`src/rtl/hazard_ctrl_pkg.sv`:
```
// Shared types and constants for the pipeline hazard controller.
// Latency: n/a (declarations only).
// Backpressure: n/a (declarations only).
package hazard_ctrl_pkg;

  localparam int REG_IDX_W = 5;

  // Operand forwarding mux selects.
  localparam logic [1:0] FWD_RF  = 2'b00;
  localparam logic [1:0] FWD_EX  = 2'b01;
  localparam logic [1:0] FWD_MEM = 2'b10;

  // Shadow tag for an in-flight instruction in EX or MEM.
  typedef struct packed {
    logic                 vld;
    logic [REG_IDX_W-1:0] rd;
    logic                 wen;
    logic                 is_load;
  } tag_t;

  localparam int HZ_TAG_LEN = $bits(tag_t);

  // A tag produces a register result only if it is live, writes, and does not target x0.
  function automatic logic tag_writing(input tag_t t);
    return t.vld & t.wen & (t.rd != '0);
  endfunction

endpackage

```
`src/rtl/hazard_ctrl_md_occ_cnt.sv`:
```
// Loadable down-counter tracking how many more cycles a mul/div holds EX.
// Latency: busy asserts the cycle after load; stays high MD_LAT-1 cycles.
// Backpressure: none; load is ignored while already counting.
module md_occ_cnt #(
  parameter int MD_LAT = 4,
  parameter int CNT_W  = $clog2(MD_LAT+1)
) (
  input  logic clk,
  input  logic rst_n,
  input  logic load_vld,
  output logic busy_o
);

  logic [CNT_W-1:0] cnt_q;
  logic [CNT_W-1:0] cnt_d;

  // Count down while busy; otherwise arm with the remaining occupancy on load.
  always_comb begin
    cnt_d = cnt_q;
    if (cnt_q != '0) begin
      cnt_d = cnt_q - 1'b1;
    end else if (load_vld) begin
      cnt_d = CNT_W'(MD_LAT - 1);
    end
  end

  // Counter register; reset aborts any count in progress.
  always_ff @(posedge clk) begin
    if (!rst_n) begin
      cnt_q <= '0;
    end else begin
      cnt_q <= cnt_d;
    end
  end

  assign busy_o = (cnt_q != '0);

endmodule

```
`src/rtl/hazard_ctrl.sv`:
```
// Interlock/forwarding scheduler: shadow EX/MEM dest tags drive stalls, bubbles, flushes, fwd selects.
// Latency: all outputs combinational from registered tags/counter and current ID inputs.
// Backpressure: stalls IF/ID on load-use or mul/div occupancy; redirect flushes and wins over load-use.
module hazard_ctrl
  import hazard_ctrl_pkg::*;
#(
  parameter int MD_LAT = 4,
  parameter int CNT_W  = $clog2(MD_LAT+1)
) (
  input  logic                 clk,
  input  logic                 rst_n,
  input  logic                 id_valid_i,
  input  logic [REG_IDX_W-1:0] id_rs1_idx_i,
  input  logic [REG_IDX_W-1:0] id_rs2_idx_i,
  input  logic                 id_rs1_used_i,
  input  logic                 id_rs2_used_i,
  input  logic [REG_IDX_W-1:0] id_rd_idx_i,
  input  logic                 id_rd_wen_i,
  input  logic                 id_is_load_i,
  input  logic                 id_is_md_i,
  input  logic                 ex_redirect_i,
  output logic                 if_stall_o,
  output logic                 id_stall_o,
  output logic                 id_flush_o,
  output logic                 ex_bubble_o,
  output logic [1:0]           rs1_fwd_sel_o,
  output logic [1:0]           rs2_fwd_sel_o,
  output logic                 md_busy_o
);

  tag_t ex_tag_q, ex_tag_d;
  tag_t mem_tag_q, mem_tag_d;
  tag_t id_tag;

  logic md_busy;
  logic md_load;
  logic load_use;
  logic stall;
  logic issue;

  // Youngest producer wins; a load or an unfinished mul/div in EX has no value to forward yet.
  function automatic logic [1:0] pick_fwd(input logic used, input logic [REG_IDX_W-1:0] idx,
                                          input tag_t ex_t, input tag_t mem_t, input logic busy);
    logic [1:0] sel;
    sel = FWD_RF;
    if (used) begin
      if (tag_writing(ex_t) && (ex_t.rd == idx) && !ex_t.is_load && !busy) begin
        sel = FWD_EX;
      end else if (tag_writing(mem_t) && (mem_t.rd == idx)) begin
        sel = FWD_MEM;
      end
    end
    return sel;
  endfunction

  md_occ_cnt #(
    .MD_LAT (MD_LAT),
    .CNT_W  (CNT_W)
  ) u_md_occ_cnt (
    .clk      (clk),
    .rst_n    (rst_n),
    .load_vld (md_load),
    .busy_o   (md_busy)
  );

  assign id_tag = '{vld: 1'b1, rd: id_rd_idx_i, wen: id_rd_wen_i, is_load: id_is_load_i};

  // Hazard detection and stall/flush priority; redirect overrides any stall.
  always_comb begin
    load_use = tag_writing(ex_tag_q) & ex_tag_q.is_load &
               ((id_rs1_used_i & (ex_tag_q.rd == id_rs1_idx_i)) |
                (id_rs2_used_i & (ex_tag_q.rd == id_rs2_idx_i)));
    stall         = (load_use | md_busy) & ~ex_redirect_i;
    if_stall_o    = stall;
    id_stall_o    = stall;
    id_flush_o    = ex_redirect_i;
    ex_bubble_o   = ex_redirect_i | load_use;
    issue         = id_valid_i & ~stall & ~ex_redirect_i;
    md_load       = issue & id_is_md_i;
    md_busy_o     = md_busy;
    rs1_fwd_sel_o = pick_fwd(id_rs1_used_i, id_rs1_idx_i, ex_tag_q, mem_tag_q, md_busy);
    rs2_fwd_sel_o = pick_fwd(id_rs2_used_i, id_rs2_idx_i, ex_tag_q, mem_tag_q, md_busy);
  end

  // Tag pipeline advance: hold EX and drain MEM while a mul/div occupies EX.
  always_comb begin
    ex_tag_d  = ex_tag_q;
    mem_tag_d = '0;
    if (!md_busy) begin
      mem_tag_d = ex_tag_q;
      ex_tag_d  = issue ? id_tag : '0;
    end
  end

  // Shadow tag registers.
  always_ff @(posedge clk) begin
    if (!rst_n) begin
      ex_tag_q  <= '0;
      mem_tag_q <= '0;
    end else begin
      ex_tag_q  <= ex_tag_d;
      mem_tag_q <= mem_tag_d;
    end
  end

endmodule
```
`config.mk`:
```
export PLATFORM = sky130hd
export DESIGN_NAME = hazard_ctrl
export DESIGN_NICKNAME = d
export VERILOG_FILES = /design/src/rtl/hazard_ctrl_pkg.sv /design/src/rtl/hazard_ctrl_md_occ_cnt.sv /design/src/rtl/hazard_ctrl.sv
export SDC_FILE = /design/constraint.sdc
export NUM_CORES = 1
export LEC_CHECK = 0
export BUFFER_PORTS_ARGS = -buffer_cell sky130_fd_sc_hd__buf_2
export CORE_MARGIN = 2
export CORE_UTILIZATION = 48
export DETAILED_ROUTE_END_ITERATION = 16
export PLACE_DENSITY = 0.79
export SYNTH_ARGS = -nofsm -noshare
export SYNTH_HDL_FRONTEND = slang
export SYNTH_SLANG_ARGS = --single-unit
```
`constraint.sdc`:
```
create_clock -name clk -period 1.9 [get_ports clk]
set_input_delay 0.095 -clock clk [delete_from_list [all_inputs] [get_ports clk]]
set_output_delay 0.095 -clock clk [all_outputs]
set_load 0.01 [all_outputs]
```
# == After elaboration in Yosys (flattened, before gate mapping) ==
# Cells that the tools add are included.
# classes
n_addsub,1
n_eq_ne,4
n_mux,9
n_bitwise,18
reduce_logical,15
# ops
operator,count
5-bit equality test,4
1-bit AND,12
2-bit 2-to-1 mux,6
5-bit nonzero test,2
1-bit logical AND,8
8-bit 2-to-1 mux,1
3-bit 2-to-1 mux,2
1-bit inverter,3
1-bit bitwise OR,3
3-bit nonzero test,1
"3-bit by 1-bit subtractor with 3-bit output, second input constant",1
1-bit zero test,2
2-bit nonzero test,1
2-bit OR reduction,1
# word_totals
ff_bits,18
inputBits,24
output_inout_bits,9
word_cells,55

# == Depth between registers and ports, before layout ==
# depth
depth_word,12
ltp_mapped,7

# == Modules after synthesis ==
# Synthesis repeated with hierarchy kept, for this count alone.
# hier_totals
cells_unflattened,127
hier_area_um2,1121.1
# by_module_without_submodules
module,n_inst,cells_each,area_per_inst_um2,seq_area_each_um2
hazard_ctrl,1,107,924.6,300.3
md_occ_cnt,1,20,196.4,60.1

# == Worst setup path before layout ==
# OpenSTA, ideal clock, no wires.
# synth_timing
kind,reg2out
startpoint,register ex_tag_q[2] in the netlist's numbering
endpoint,output port rs1_fwd_sel_o[1]
arrival_ps,1502
path_slack_ps,303
stages_incl_launch_ff,6
n_path_buf,0
cell_sequence,dfxtp_1 > or3_1 > o311a_1 > nand2_1 > nor2_1 > a211oi_1
# synth_via
elab_chain_len,7
# synth_lines
element,line_no,text
"start, declared",hazard_ctrl.sv:31,"tag_t ex_tag_q, ex_tag_d;"
"start signal, assigned",hazard_ctrl.sv:101,ex_tag_q <= ex_tag_d;
5-bit nonzero test,hazard_ctrl_pkg.sv:25,return t.vld & t.wen & (t.rd != '0);
1-bit AND,hazard_ctrl_pkg.sv:25,
1-bit logical AND * (3 in series),hazard_ctrl.sv:47,if (tag_writing(ex_t) && (ex_t.rd == idx) && !ex_t.is_load && !busy) begin
2-bit 2-to-1 mux *,hazard_ctrl.sv:47,
2-bit 2-to-1 mux *,hazard_ctrl.sv:46,if (used) begin
"end, declared",hazard_ctrl.sv:26,"output logic [1:0] rs1_fwd_sel_o,"
# Mark *: on every way between the ends. The rest lies on a longest branch, timed or not.

# == Final worst setup path ==
# layout_timing
startpoint,register ex_tag_q[3] in the netlist's numbering
endpoint,output port rs1_fwd_sel_o[1]
# The elaborated chain is that of the path after synthesis.

==> summary.md <==
| Metric | Value |
|---|---|
| GPL Wtd Cong | 0.790 |
| Post-Syn Instances | 104 |
| Multiplexer share of the synthesized area | 0% |
| Yosys Warn Count | 0 |
| Vias in the first global route | 901 |
| Slew Limit Headroom | 65.5% |
| CTS tree | built |
| TritonCTS Sinks | 18 |
| Syn nets | 130 |
| Synth area leader | dfxtp_1 |
| Slew @ Worst Pin | 516 ps |
| Part of the Yosys area used for sequential elements | 37.4% |
| Post-synth cell types | 32 |
| Drt pass-1 iters | 4 |
| Worst Setup Slack, final | -121 ps |
| Antenna Violating Nets Remaining | 0 |
| Fillcell total | 153 |
| WP buf/inv | 1 |
| Clock transition at path regs | 100 ps |
| Status | finished with violations |
| # DRC | 0 |
| Post-Synth Adder-Cell Area | 2.60% |
| NumNets Final | 170 |
| Antenna diodes | 0 |
| Largest net degree at the start of global routing | 17 |
| CTS buffer count | 3 |
| Fin crit share | 106% |
| Final Total Pwr | 0.00129 W |
| Vias | 908 |
| Compound-Gate Fraction of Synth Area | 16.0% |
| Post-Syn Area | 963 um^2 |
| Final WL | 2490 um |
| RSZ-0062 raised after global routing | true |
| Ys async rst share | 0% |
| HPWL Detailed | 1800 um |
| Die height | 48.8 um |
| Pwr dens | 1010 nW/um^2 |
| Most frequent cells in the layout | buf_2, dfxtp_1, xnor2_1 |
| Num rows | 16 |
| Smallest hold slack | 3.87 ps |
| Most common cell after layout, fill and taps aside | buf_2 |
| Final hold violations | 0 |
| GRT Util Overall | 21.5% |
| Die W | 48.8 um |
| Core area | 1920 um^2 |
| Initial drt markers | 20 |
| Most common flop cell mapped by yosys | dfxtp_1 |
| Antenna violations before repair | 0 |
| Maximum vdd drop | 823 uV |
| Max Fclk | 495 MHz |
| Slowest-stage cell, CP | or3_1 |
| Crit-path max cell delay | 370 ps |
| Layout area overhead | 32.2% |
| Number of flops mapped to enable cells by yosys | 0 |
| Post-place setup slack | 121 ps |
| Final instance area | 1270 um^2 |
| Worst-skew pair later-pin latency | 300 ps |
| Simple-gate share of the synthesized area | 19.7% |
| Placement Cell Area | 1130 um^2 |
| Maximum root-to-sink buffer count | 2 |
| Largest family of logic cells by synthesized area | simple AND/OR/NAND/NOR gates |
| Final Skew | 1.51 ps |
| Failing checks | setup timing |
| H-tree Lvls | 1 |
| Leak | 0.609 nW |
| Fraction of layout cells with a size suffix above 1 | 38.5% |
| Worst Path Max Fanout | 3 |
| Final core occ | 66.3% |
| Setup-failing EPs final | 7 |
| Vias per cell | 5.34 |
| Area contributors post-synth | dfxtp_1, xnor2_1, xor2_1 |
| Crit path capture type | output pin |
| Max_cap viols | 0 |
| IO Port Bufs | 32 |
| Area occupied by registers | 368 um^2 |
| CP delay by family, top | compound AO/OA/AOI/OAI gates |
| Count of state elements after synthesis | 18 |
| Hold WC Path Type | in2reg |
| First-pass GRT wire length | 3950 um |
| Die area | 2380 um^2 |
| Slew Limit Fails | 0 |
| Crit path arrival time | 1930 ps |
| Ports | 33 |
| Startpoint types | flop |
| Xor and xnor area share after synthesis | 19.1% |
| Synth Area per Inst | 9.26 um^2 |
| Multi-input gate area | 591 um^2 |
| Top-area cell type share of the netlist area | 37.4% |
| Tmin final | 2020 ps |
| Grt ovf | 0 |
| Clk root buf | clkbuf_4 |
| Critical path type | reg2out |
| Cells along the critical path | or3_1 > o311a_1 > nand2_2 > nor2_4 > a211oi_1 > buf_2 |
| Initial Utilization | 50.1% |
| Data required time of the worst path | 1800 ps |
| Routed len/inst | 14.6 um |
-- metal layers --
layer	GRT usage, %	up-vias	wire length (um)
met5	0	-	0
met4	14.8	0	95
met3	3.37	11	80
met2	36.1	30	1220
met1	25.0	411	1090
li1	-	456	-
-- power breakdown --
part | leakage (nW) | internal (W) | switching (W)
registers | 0.148 | 0.000435 | 0.0000513
clock network | 0.0210 | 0.000117 | 0.000120
logic | 0.440 | 0.000274 | 0.000294
-- per-stage QoR --
step / setup TNS, ps / instances
3_3_place_gp: 0 / 159
3_5_place_dp: 0 / 159
5_1_grt: -764 / 170
4_1_cts: -249 / 167
2_1_floorplan: 0 / 104
6_report: -366 / 170
-- registers in the layout, indices dropped and copies added, names as in the netlist --
signal / cells
ex_tag_q: 8
mem_tag_q: 7
u_md_occ_cnt.cnt_q: 3
-- cell usage after synthesis, types with 2 or more instances --
cell,instances
and3_1,7
ha_1,2
nand2_1,5
nor2b_1,3
a21oi_1,3
buf_4,2
nor4_1,3
nor2_1,6
dfxtp_1,18
xor2_1,8
a211oi_1,2
a22o_1,7
inv_1,4
nand3_1,4
xnor2_1,13
-- timing repair --
item | in CTS | in global routing
setup endpoints to repair | 3 | 15
hold endpoints to repair | 0 | 1
hold buffers | 0 | 1
pin swaps | 5 | 3
setup buffers | 4 | 2
resized for setup | 12 | 5
-- final timing paths --
check	startpoint	endpoint	slack, ps	depth (start not counted)
max	ex_tag_q[3]	rs1_fwd_sel_o[1]	-120	6
min	id_is_load_i	ex_tag_q[0]	4	2
max reg2reg	ex_tag_q[3]	ex_tag_q[5]	80	6
min reg2reg	ex_tag_q[7]	ex_tag_q[7]	520	1
-- worst reg2reg max path, stage by stage (launching register included) --
cell and delay [ps]:
dfxtp_4 350, or3_1 370, o311a_1 350, buf_4 160, o211ai_2 80, and4_4 310, a22o_1 140
-- kinds of logic (layout without fill, tap and decap cells) --
| family | count (synthesis) | after routing |
|---|---|---|
| AOI/OAI and AO/OA | 19 | 19 |
| xor gates and xnor gates | 21 | 21 |
| adders and majority gates | 2 | 2 |
| buffers and inverters | 9 | 48 |
| DFF | 18 | 18 |
| and+or+nand+nor | 35 | 35 |
-- layout make-up --
class	count	area share, %
Sequential cell	18	28.9
Timing Repair Buffer	40	18.1
Tap cell	27	2.65
Clock buffer	4	2.85
Multi-Input combinational cell	77	46.4
Inverter	4	1.18
Note: power is estimated with default switching activity, not from simulation.
